<file path="config.mk">
export PLATFORM = sky130hd
export DESIGN_NAME = seq_generator
export DESIGN_NICKNAME = d
export VERILOG_FILES = /design/src/rtl/seq_defs.sv /design/src/rtl/seq_pattern_tracker.sv /design/src/rtl/seq_generator.sv
export SDC_FILE = /design/constraint.sdc
export NUM_CORES = 1
export LEC_CHECK = 0
export BUFFER_PORTS_ARGS = -buffer_cell sky130_fd_sc_hd__buf_2
export CAP_MARGIN = 20
export CORE_ASPECT_RATIO = 1.75
export CORE_UTILIZATION = 42
export DETAILED_ROUTE_END_ITERATION = 8
export SETUP_SLACK_MARGIN = 0.05
export SLEW_MARGIN = 10
export SYNTH_ARGS = -nofsm -noshare
export SYNTH_HDL_FRONTEND = slang
export SYNTH_SLANG_ARGS = --single-unit
</file>
<file path="constraint.sdc">
create_clock -name clk -period 4.6 [get_ports clk]
set_input_delay 0 -clock clk [delete_from_list [all_inputs] [get_ports clk]]
set_output_delay 0 -clock clk [all_outputs]
set_load 0.01 [all_outputs]
</file>
<file path="src/rtl/seq_defs.sv">
// rtl/seq_defs.sv - shared encodings for the serialiser FSM and the 1010 pattern tracker
package seq_defs;

    typedef enum logic [2:0] {
        IDLE  = 3'b001,
        SHIFT = 3'b010,
        GAPW  = 3'b100
    } seq_state_t;

    typedef enum logic [2:0] {
        DEF   = 3'd0,
        P1    = 3'd1,
        P10   = 3'd2,
        P101  = 3'd3,
        P1010 = 3'd4
    } trk_state_t;

    localparam logic [3:0] PATTERN = 4'b1010;

endpackage

</file>
<file path="src/rtl/seq_pattern_tracker.sv">
// rtl/seq_pattern_tracker.sv - combinational next-state and match logic for overlapping 1010 detection
module seq_pattern_tracker
    import seq_defs::*;
(
    input  trk_state_t state,
    input  logic       din,
    output trk_state_t next_state,
    output logic       match
);

    always_comb begin
        next_state = DEF;
        unique case (state)
            DEF:     next_state = din ? P1   : DEF;
            P1:      next_state = din ? P1   : P10;
            P10:     next_state = din ? P101 : DEF;
            P101:    next_state = din ? P1   : P1010;
            P1010:   next_state = din ? P101 : DEF;
            default: next_state = DEF;
        endcase
    end

    // P101 followed by the final pattern bit is the only way into P1010
    assign match = (state == P101) && (din == PATTERN[0]);

endmodule

</file>
<file path="src/rtl/seq_generator.sv">
// rtl/seq_generator.sv - MSB-first frame serialiser with inter-frame gap and per-frame 1010 match counting
module seq_generator
    import seq_defs::*;
#(
    parameter int WIDTH = 8,
    parameter int GAP   = 1
) (
    input  logic             clk,
    input  logic             reset,
    input  logic [WIDTH-1:0] in_data,
    input  logic             in_valid,
    output logic             in_ready,
    output logic             out,
    output logic             bit_valid,
    output logic             frame_start,
    output logic             frame_done,
    output logic             exp_match,
    output logic [3:0]       match_count
);

    localparam int CW = $clog2(WIDTH + 1);
    localparam int GW = (GAP > 1) ? $clog2(GAP) : 1;

    seq_state_t       state, state_d;
    trk_state_t       trk, trk_d, trk_in, trk_next;
    logic [WIDTH-1:0] shreg, shreg_d;
    logic [CW-1:0]    cnt, cnt_d;
    logic [GW-1:0]    gap, gap_d;
    logic             trk_din, trk_match;
    logic             out_d, bit_valid_d, frame_start_d, frame_done_d, exp_match_d;
    logic [3:0]       match_count_d;

    assign in_ready = (state == IDLE) && !reset;

    // The tracker always restarts from DEF on the first bit of a frame
    assign trk_in  = (state == IDLE) ? DEF : trk;
    assign trk_din = (state == IDLE) ? in_data[WIDTH-1] : shreg[WIDTH-1];

    seq_pattern_tracker u_tracker (
        .state      (trk_in),
        .din        (trk_din),
        .next_state (trk_next),
        .match      (trk_match)
    );

    always_ff @(posedge clk) begin
        if (reset) begin
            state       <= IDLE;
            trk         <= DEF;
            shreg       <= '0;
            cnt         <= '0;
            gap         <= '0;
            out         <= 1'b0;
            bit_valid   <= 1'b0;
            frame_start <= 1'b0;
            frame_done  <= 1'b0;
            exp_match   <= 1'b0;
            match_count <= 4'd0;
        end else begin
            state       <= state_d;
            trk         <= trk_d;
            shreg       <= shreg_d;
            cnt         <= cnt_d;
            gap         <= gap_d;
            out         <= out_d;
            bit_valid   <= bit_valid_d;
            frame_start <= frame_start_d;
            frame_done  <= frame_done_d;
            exp_match   <= exp_match_d;
            match_count <= match_count_d;
        end
    end

    always_comb begin
        state_d       = state;
        trk_d         = trk;
        shreg_d       = shreg;
        cnt_d         = cnt;
        gap_d         = gap;
        out_d         = 1'b0;
        bit_valid_d   = 1'b0;
        frame_start_d = 1'b0;
        frame_done_d  = 1'b0;
        exp_match_d   = 1'b0;
        match_count_d = match_count;
        unique case (state)
            IDLE: begin
                if (in_valid) begin
                    state_d       = SHIFT;
                    shreg_d       = in_data << 1;
                    cnt_d         = CW'(1);
                    out_d         = in_data[WIDTH-1];
                    bit_valid_d   = 1'b1;
                    frame_start_d = 1'b1;
                    frame_done_d  = (WIDTH == 1);
                    trk_d         = trk_next;
                    exp_match_d   = trk_match;
                    match_count_d = {3'b000, trk_match};
                end
            end
            SHIFT: begin
                if (cnt == CW'(WIDTH)) begin
                    trk_d = DEF;
                    if (GAP == 0) begin
                        state_d = IDLE;
                    end else begin
                        state_d = GAPW;
                        gap_d   = GW'(GAP - 1);
                    end
                end else begin
                    out_d         = shreg[WIDTH-1];
                    shreg_d       = shreg << 1;
                    cnt_d         = cnt + CW'(1);
                    bit_valid_d   = 1'b1;
                    frame_done_d  = (cnt + CW'(1)) == CW'(WIDTH);
                    trk_d         = trk_next;
                    exp_match_d   = trk_match;
                    match_count_d = match_count + {3'b000, trk_match};
                end
            end
            GAPW: begin
                if (gap == '0) state_d = IDLE;
                else            gap_d   = gap - GW'(1);
            end
            default: state_d = IDLE;
        endcase
    end

endmodule

</file>
# Word-level counts from Yosys, hierarchy flattened
# Index checks and enable logic that the tools add are counted.
word_totals:
  regBits: 28
  input_bits: 11
  out_inout_bits: 10
  wordCells: 78
op_classes:
  n_addsub: 3
  eq_ne: 13
  n_mux: 35
  n_bitwise: 3
  reduce_logical: 13
ops:
  columns: ["operator", "n"]
  rows:
  - ["two-way mux 3 bit", 7]
  - ["two-way mux 4 bit", 4]
  - ["two-way mux 8 bit", 2]
  - ["case mux 4 bit (2 select lines)", 2]
  - ["case mux 8 bit (2 select lines)", 1]
  - ["case mux 3 bit (4 select lines)", 1]
  - ["two-way mux 1 bit", 10]
  - ["== test 3 x 2 -> 1 bit, second input constant", 3]
  - ["case mux 3 bit (3 select lines)", 1]
  - ["== test 4 bit, second input constant", 2]
  - ["!= test 2 bit, second input constant", 4]
  - ["case mux 1 bit (2 select lines)", 4]
  - ["== test 3 x 1 -> 1 bit, second input constant", 2]
  - ["== test 3 bit, second input constant", 2]
  - ["case mux 3 bit (2 select lines)", 1]
  - ["AND reduction 3 bit", 2]
  - ["adder 4 x 1 -> 4 bit", 1]
  - ["adder 4 x 1 -> 4 bit, second input constant", 1]
  - ["two-way mux 2 bit", 2]
  - ["AND reduction 2 bit", 2]
  - ["nonzero test 2 bit", 2]
  - ["OR reduction 2 bit", 2]
  - ["zero test 3 bit", 1]
  - ["inverter 1 bit", 3]
  - ["other kinds (4)", 5]

# Longest topological paths before layout
# Gate-level depths: netlist of the first run.
logic_depth:
  word_depth: 7
  depth_mapped: 7

# By module
# Synthesis of the first run repeated with hierarchy kept, for this count alone.
unflattened:
  cells_unflattened: 145
  hier_area_um2: 1335.0
by_module_without_submodules:
  columns: ["mod", "n_inst", "cells_per_inst", "area_per_inst_um2", "seq_area_each_um2"]
  rows:
  - ["seq_generator", 1, 137, 1258.7, 520.5]
  - ["seq_pattern_tracker", 1, 8, 76.3, 0.0]

# Worst setup path before layout of the first run
# Ideal clock, no wire load.
synth_path:
  path_kind: "register -> register"
  start: "reg state[0]"
  end: "reg match_count[2]"
  setup_time_ns: 0.115
  t_arrival_ns: 1.779
  required_ns: 4.485
  path_slack_ns: 2.706
  path_stages_with_launch: 7
  n_path_buf: 0
  path_cell_list: "dfxtp_1 or3b_2 and4_1 ha_1 ha_1 nor3b_1 o21a_1"
synth_via:
  elab_chain_len: 7
synth_lines:
  columns: ["item", "line", "source"]
  rows:
  - ["from (decl)", "seq_generator.sv:24", "seq_state_t state, state_d;"]
  - ["from (signal assigned)", "seq_generator.sv:60", "state <= state_d;"]
  - ["== test 3 x 1 -> 1 bit", "seq_generator.sv:36, seq_generator.sv:37, seq_generator.sv:86", null]
  - ["two-way mux 3 bit / two-way mux 1 bit (equally long branches)", "seq_generator.sv:36, seq_generator.sv:37", null]
  - ["== test 3 x 2 -> 1 bit / inverter 1 bit (equally long branches)", "seq_pattern_tracker.sv:24", "assign match = (state == P101) && (din == PATTERN[0]);"]
  - ["logical AND 1 bit", "seq_pattern_tracker.sv:24", null]
  - ["adder 4 x 1 -> 4 bit", "seq_generator.sv:118", "match_count_d = match_count + {3'b000, trk_match};"]
  - ["two-way mux 4 bit", "seq_generator.sv:102", "if (cnt == CW'(WIDTH)) begin"]
  - ["case mux 4 bit (2 select lines)", "seq_generator.sv:86", "unique case (state)"]
  - ["to (signal assigned)", "seq_generator.sv:70", "match_count <= match_count_d;"]
  - ["to (decl)", "seq_generator.sv:18", "output logic [3:0] match_count"]
# Parallel ways exist; a longest one is shown, timed or not. The select of a mux whose other input is x is not followed.
# A chain may end at the register's enable or synchronous reset.

# Worst setup path after layout of the first run
# Same ends and word-level chain as after synthesis.

==> out/metrics.yaml, run 1 <==
pwr:
  switchingPower_uw: 108.5
  ir_drop_mv: 0.1968
  switching_share_pct: 24.50
  powerDensity_nw_per_um2: 326.9
  p_int_uw: 334.5
  share_comb_of_total_power_pct: 11.3
  cellLeakagePower_nw: 0.5739
  seqPwrFrac_pct: 55.2
  clkPwrFrac_pct: 33.5
sta:
  post-route-period-util_pct: 44.13
  fin_skew_ps: 3.466
  relSlewSlack_pct: 61.32
  fmax_mhz: 492.6
  finalMaxSlewViolations: 0
  rsz0062_at_grt: "no"
  setup_violations: 0
  max_slew.worst_pin.slew_ps: 564.1
  hold_viol_final: 0
  setup_ws_ps: 2570
  tns_ps: 0
  finalCriticalPeriod_ps: 2030
synthesis:
  synthesis.nets: 138
  syn_avg_cell_area_um2: 9.572
  synth_top_area_share_pct: 44.21
  synth_area_leaders: "dfxtp_1 (44%), nor2_1 (6.4%), mux2i_1 (6.0%), a211oi_1 (4.5%), ha_1 (4.3%)"
  synth-seq-cells: 26
  yosysSeqAreaShare_pct: 44.21
  synth_cells: 123
  synthDistinctLibCells: 41
  syn-cell-area_um2: 1177
  yosysWarnings: 0
  synth_top_cell_by_area: "dfxtp_1"
die:
  initial_core_util_pct: 43.77
  core_um2: 2690
  die_y_um: 72.04
  pin_count: 21
  die-area_um2: 3027
  rows: 25
  die_w_um: 42.03
cts:
  cts_buffers: 3
  clkLatencyLatePin_ps: 270
  cts_tree: "done"
  clk_path_buf_depth: 2
  htreeDepth: 1
  clk_pin_slew_ps: 90
  cts.sinks: 26
  cts_setup_buffers: 0
  root_buffer: "clkbuf_8"
  postCtsHoldBufs: 0
  postCtsResizedCells: 0
grt:
  grt_pass1_vias: 928
  grt_first_pass_wirelength_um: 4008
  grt.total_usage_pct: 16.99
  grt_antenna_before_repair: 0
  grt_start_max_net_pins: 24
  overflow: 0
outcome:
  status: "finished clean"
final_layout:
  seq_area_um2: 520.5
  layout_common_cells: "dfxtp_1 (26), nor2_1 (20), buf_2 (20)"
  fin_area_um2: 1355
  final_nets: 160
  final_util_pct: 50.37
  multi_input_area_um2: 626.9
  drive_above_1_share_pct: 21.53
  num_antenna_cells: 0
  final_common_cell: "dfxtp_1"
  syn2layout_area_growth_pct: 15.09
  fillers: 272
placed_design:
  placed_area_um2: 1300
  port_buffers: 20
  dp.final_hpwl_um: 1749
  place.gp.congestion: 0.7257
  place_ws_ps: 2588
routing:
  first_pass_iters: 2
  detail_route.wirelength_um: 2323
  wl_met2_um: 1219
  wl_met3_um: 65
  wl_met1_um: 993
  post_drt_wl_per_cell_um: 13.58
  drc: 0
  highest_layer: "met4"
  vias: 957
  ant_nets: 0
  vias_per_cell: 5.596
  drt_iter0_drc: 23
setup_path:
  end_kind: "register"
  required_ps: 4770
  critPathKind: "reg -> reg"
  cp-start-kind: "register"
  crit_chain: "or3b_2 > and4_1 > ha_1 > ha_1 > nor3b_1 > o21a_1"
  critPathArrivalTime_ps: 2200
  cp_max_fo: 8
  rrSetupSlack_ps: 2570
  cpMostUsedCell: "ha_1"
  crit_path_top_delay_cell: "or3b_2"
  r2r-start: "state[0]$_SDFFE_PP1P_"
  r2r_cells: 6
  reg2reg_to: "match_count[2]$_SDFFE_PP0P_"
  cp_slowest_stage_delay_ps: 510
flow_run:
  cap_violations: 0
hold_path:
  min_from: "in_data[0]"
  min_path_cells: 3
  holdCritPathClass: "in -> reg"
  min_to: "shreg[1]$_SDFFE_PP0P_"
## cells by family after synthesis
group	share of synthesized area [%]
mux	7.120
fa+ha+maj	4.251
buf+inv	2.551
simple gates	24.65
flops	44.21
xor+xnor	1.488
compound gates	15.73
## how the worst max path moves through the flow
stage,from,endpoint,slack (ps)
2_1_floorplan,state[0]$_SDFFE_PP1P_,match_count[2]$_SDFFE_PP0P_,2710
3_3_place_gp,state[0]$_SDFFE_PP1P_,match_count[1]$_SDFFE_PP0P_,2630
3_5_place_dp,state[0]$_SDFFE_PP1P_,match_count[2]$_SDFFE_PP0P_,2590
4_1_cts,state[0]$_SDFFE_PP1P_,match_count[2]$_SDFFE_PP0P_,2560
5_1_grt,state[1]$_SDFFE_PP0P_,shreg[7]$_SDFFE_PP0P_,2320
6_report,state[0]$_SDFFE_PP1P_,match_count[2]$_SDFFE_PP0P_,2570
## registers in the layout, indices dropped and copies added (netlist names)
register	cells
out	1
state	3
match_count	4
cnt	4
exp_match	1
shreg	7
bit_valid	1
frame_done	1
frame_start	1
trk	3
## synthesized netlist by cell type
cell,instances
nor3b_1,3
a21oi_1,1
a21boi_1,1
nand4bb_1,1
nor4b_1,1
mux2i_1,7
and4_1,1
o211ai_1,1
nand3b_1,2
dfxtp_1,26
nand3_1,3
o22ai_1,1
nor4_1,1
nor2b_1,1
nor2_1,20
nand2_1,6
and3b_2,1
nor3b_4,1
xnor2_1,1
a21boi_0,2
and3_1,1
o21a_1,2
and4bb_2,1
a22oi_1,4
or3_1,2
a31oi_1,2
clkbuf_1,2
o21ai_0,3
buf_1,1
or2b_1,1
or3b_2,2
a32oi_1,1
xor2_1,1
buf_4,1
inv_1,3
a211oi_1,7
mux2i_2,1
a32o_1,1
ha_1,4
nor3_1,1
and3b_1,1
## power by group through the flow
stage                     clock network [mW]  logic [mW]  registers [mW]
after detailed placement                   0      0.0504           0.250
after global placement                     0      0.0501           0.249
after floorplan                            0      0.0352           0.248
after global routing                   0.161      0.0569           0.246
final                                  0.149      0.0501           0.244
after CTS                              0.151      0.0508           0.244
## stage by stage
stage	hold WS, ps	instances	total power [mW]
2_1_floorplan	84.03	123	0.2836
3_3_place_gp	308.7	167	0.2993
3_5_place_dp	308.4	167	0.3002
4_1_cts	24.52	171	0.4465
5_1_grt	27.57	171	0.4642
6_report	23.06	171	0.4430
## layer usage
| metal | vias to the layer above | track usage, % |
|---|---|---|
| li1 | 490 | - |
| met1 | 447 | 18.01 |
| met2 | 16 | 31.25 |
| met3 | 4 | 2.985 |
| met4 | 0 | 9.028 |
| met5 | - | 0 |
## final cells by class
| class | instances | share of cell area (%) |
|---|---|---|
| Inverter | 3 | 0.8310 |
| Clock buffer | 4 | 4.063 |
| Tap cell | 27 | 2.493 |
| Multi-Input combinational cell | 90 | 46.26 |
| Timing Repair Buffer | 21 | 7.941 |
| Sequential cell | 26 | 38.41 |
## critical path, delay by kind of cell (launching register included)
| family | cells | cell delay [ps] |
|---|---|---|
| simple gates | 3 | 880 |
| compound gates | 1 | 180 |
| fa+ha+maj | 2 | 400 |
| flops | 1 | 470 |
Power figures use the tool's default switching activity.
==> run 2, diff against run 1 <==
--- a/config.mk
+++ b/config.mk
@@ -5,6 +5,7 @@
 export SDC_FILE = /design/constraint.sdc
 export NUM_CORES = 1
 export LEC_CHECK = 0
+export ABC_AREA = 1
 export BUFFER_PORTS_ARGS = -buffer_cell sky130_fd_sc_hd__buf_2
 export CAP_MARGIN = 20
 export CORE_ASPECT_RATIO = 1.75
==> constraint.sdc (replaced) <==
create_clock -name clk -period 2 [get_ports clk]
set_input_delay 0 -clock clk [delete_from_list [all_inputs] [get_ports clk]]
set_output_delay 0 -clock clk [all_outputs]
set_load 0.01 [all_outputs]
==> run 2 against run 1 <==
Clock skew rose by 1.5 ps. Critical path depth rose by 3. Setup slack worse by 2200 ps. Register-to-register slack lost 2200 ps. Maximum frequency up 25%. Sequential share of layout area up 0.94 points. Combinational power rose by 150%. Largest cell class unchanged. Highest routed layer unchanged.
==> out/metrics.yaml, run 2 <==
setup_path:
  end_kind: "register"
  crit_start: "state[2]$_SDFFE_PP0P_"
  rrSetupSlack_ps: 370
  critPathKind: "reg -> reg"
  r2r-start: "state[2]$_SDFFE_PP0P_"
  cp_max_fo: 6
  required_ps: 2200
  cp-start-kind: "register"
  reg2reg_to: "match_count[3]$_SDFFE_PP0P_"
  r2r_cells: 9
  critPathArrivalTime_ps: 1830
  endpoint: "match_count[3]$_SDFFE_PP0P_"
final_layout:
  layout_common_cells: "nand2_1 (34), dfxtp_1 (26), buf_2 (20)"
  final_common_cell: "nand2_1"
  final_nets: 188
  largest_register: "shreg"
  num_antenna_cells: 0
  fillers: 259
  drive_above_1_share_pct: 18.02
  top_regs: "shreg (7), cnt (4), match_count (4)"
  finalNonFillerCells: 198
  largest_register_ffs: 7
  fin_area_um2: 1323
  final_util_pct: 51.81
  syn2layout_area_growth_pct: 15.27
grt:
  grt_antenna_before_repair: 0
  grt.total_usage_pct: 17.17
  grt_pass1_vias: 962
  grt_first_pass_wirelength_um: 4008
  grt_start_max_net_pins: 22
  overflow: 0
sta:
  fmax_mhz: 613.6
  tns_ps: 0
  finalCriticalPeriod_ps: 1630
  holdWs_ps: 12.68
  post-route-period-util_pct: 81.49
  setup_ws_ps: 370.3
  rsz0062_at_grt: "no"
  setup_violations: 0
  fin_skew_ps: 4.974
  max_slew.worst_pin.slew_ps: 390.2
  finalMaxSlewViolations: 0
  relSlewSlack_pct: 73.89
  hold_viol_final: 0
routing:
  wl_met1_um: 1033
  highest_layer: "met4"
  detail_route.wirelength_um: 2348
  first_pass_iters: 4
  wl_met3_um: 64
  ant_nets: 0
  vias: 1046
  drc: 0
  post_drt_wl_per_cell_um: 11.86
  wl_met2_um: 1227
  drt_iter0_drc: 39
  vias_per_cell: 5.283
synthesis:
  synth_edf_count: 0
  synthDistinctLibCells: 24
  ys_async_sr_fraction_pct: 0
  yosys_most_used_dff: "dfxtp_1"
  syn_avg_cell_area_um2: 7.649
  synth_top_cell_by_area: "dfxtp_1"
  synth-seq-cells: 26
  synth_most_common_cell: "nand2_1"
  synthesis.nets: 165
  synth_cells: 150
  synth_area_leaders: "dfxtp_1 (45%), nand2_1 (11%), nor2_1 (5.9%), a21oi_1 (5.7%), ha_1 (4.4%)"
  yosysSeqAreaShare_pct: 45.37
  syn-cell-area_um2: 1147
  synth_common_cells: "nand2_1 (34), dfxtp_1 (26), nor2_1 (18), a21oi_1 (13), inv_1 (11)"
  yosysWarnings: 0
  synth_top_area_share_pct: 45.37
cts:
  cts_tree: "done"
  clk_pin_slew_ps: 90
  postCtsResizedCells: 0
  cts_buffers: 3
  cts.sinks: 26
  clk_path_buf_depth: 2
  root_buffer: "clkbuf_8"
  htreeDepth: 1
  cts_setup_buffers: 0
  clkLatencyLatePin_ps: 270
flow_run:
  cap_violations: 0
die:
  die-area_um2: 2953
  initial_core_util_pct: 44.95
  die_y_um: 71.14
  rows: 24
  die_w_um: 41.51
  pin_count: 21
  core_um2: 2552
pwr:
  ir_drop_mv: 0.4347
  cellLeakagePower_nw: 0.6246
  powerDensity_nw_per_um2: 771.5
  power.total_mw: 1.020
placed_design:
  dp.final_hpwl_um: 1787
  placed_area_um2: 1257
  dp_cells: 193
  place_ws_ps: 379.9
  port_buffers: 20
  place.gp.congestion: 0.8253
hold_path:
  min_from: "in_valid"
  holdCritPathClass: "in -> reg"
outcome:
  status: "finished clean"
run 2: final cells by class:
cell class	instances	area (um^2)	share of cell area, %
Inverter	14	52.55	3.974
Multi-Input combinational cell	106	544.3	41.15
Tap cell	26	32.53	2.460
Sequential cell	26	520.5	39.36
Timing Repair Buffer	22	117.6	8.893
Clock buffer	4	55.05	4.163
run 2: power breakdown:
part	internal, mW	switching [mW]	total [mW]
clock network	0.176	0.160	0.336
logic	0.0443	0.0793	0.124
registers	0.544	0.0165	0.560
total	0.764	0.256	1.02
run 2: worst min-delay path by stage:
| stage | to | slack (ps) | depth (start not counted) |
|---|---|---|---|
| final | out$_SDFF_PP0_ | 10 | 3 |
| after detailed placement | shreg[1]$_SDFFE_PP0P_ | 210 | 3 |
| after CTS | out$_SDFF_PP0_ | 8 | 3 |
| after floorplan | frame_done$_SDFF_PP0_ | 80 | 1 |
| after global routing | out$_SDFF_PP0_ | 20 | 3 |
| after global placement | shreg[1]$_SDFFE_PP0P_ | 210 | 3 |
run 2: cell families (layout without fill, tap and decap cells):
family                     Yosys count  in the layout  synth area share (%)
xor gates and xnor gates             1              1                0.7635
AOI/OAI and AO/OA                   24             24                 12.43
and+or+nand+nor                     77             77                 29.88
DFF                                 26             26                 45.37
buffers and inverters               18             40                 7.197
adders and majority gates            4              4                 4.362
run 2: what timing repair did:
item / in CTS / in global routing
setup endpoints to repair: 0 / 0
hold buffers: 1 / 0
hold endpoints to repair: 1 / 0
run 2: metal layers:
layer | global-route usage (%) | up-vias
met3 | 3.061 | 2
met5 | 0 | -
li1 | - | 538
met1 | 19.01 | 485
met2 | 30.73 | 21
met4 | 8.244 | 0
run 2: critical path, stage by stage (launching register included):
cell and delay [ps]:
dfxtp_1 320, inv_1 90, nand3_1 190, nand2_1 110, nand2_1 90, nor2_1 160, ha_1 190, and3_1 170
a21oi_1 70, nor3_1 170
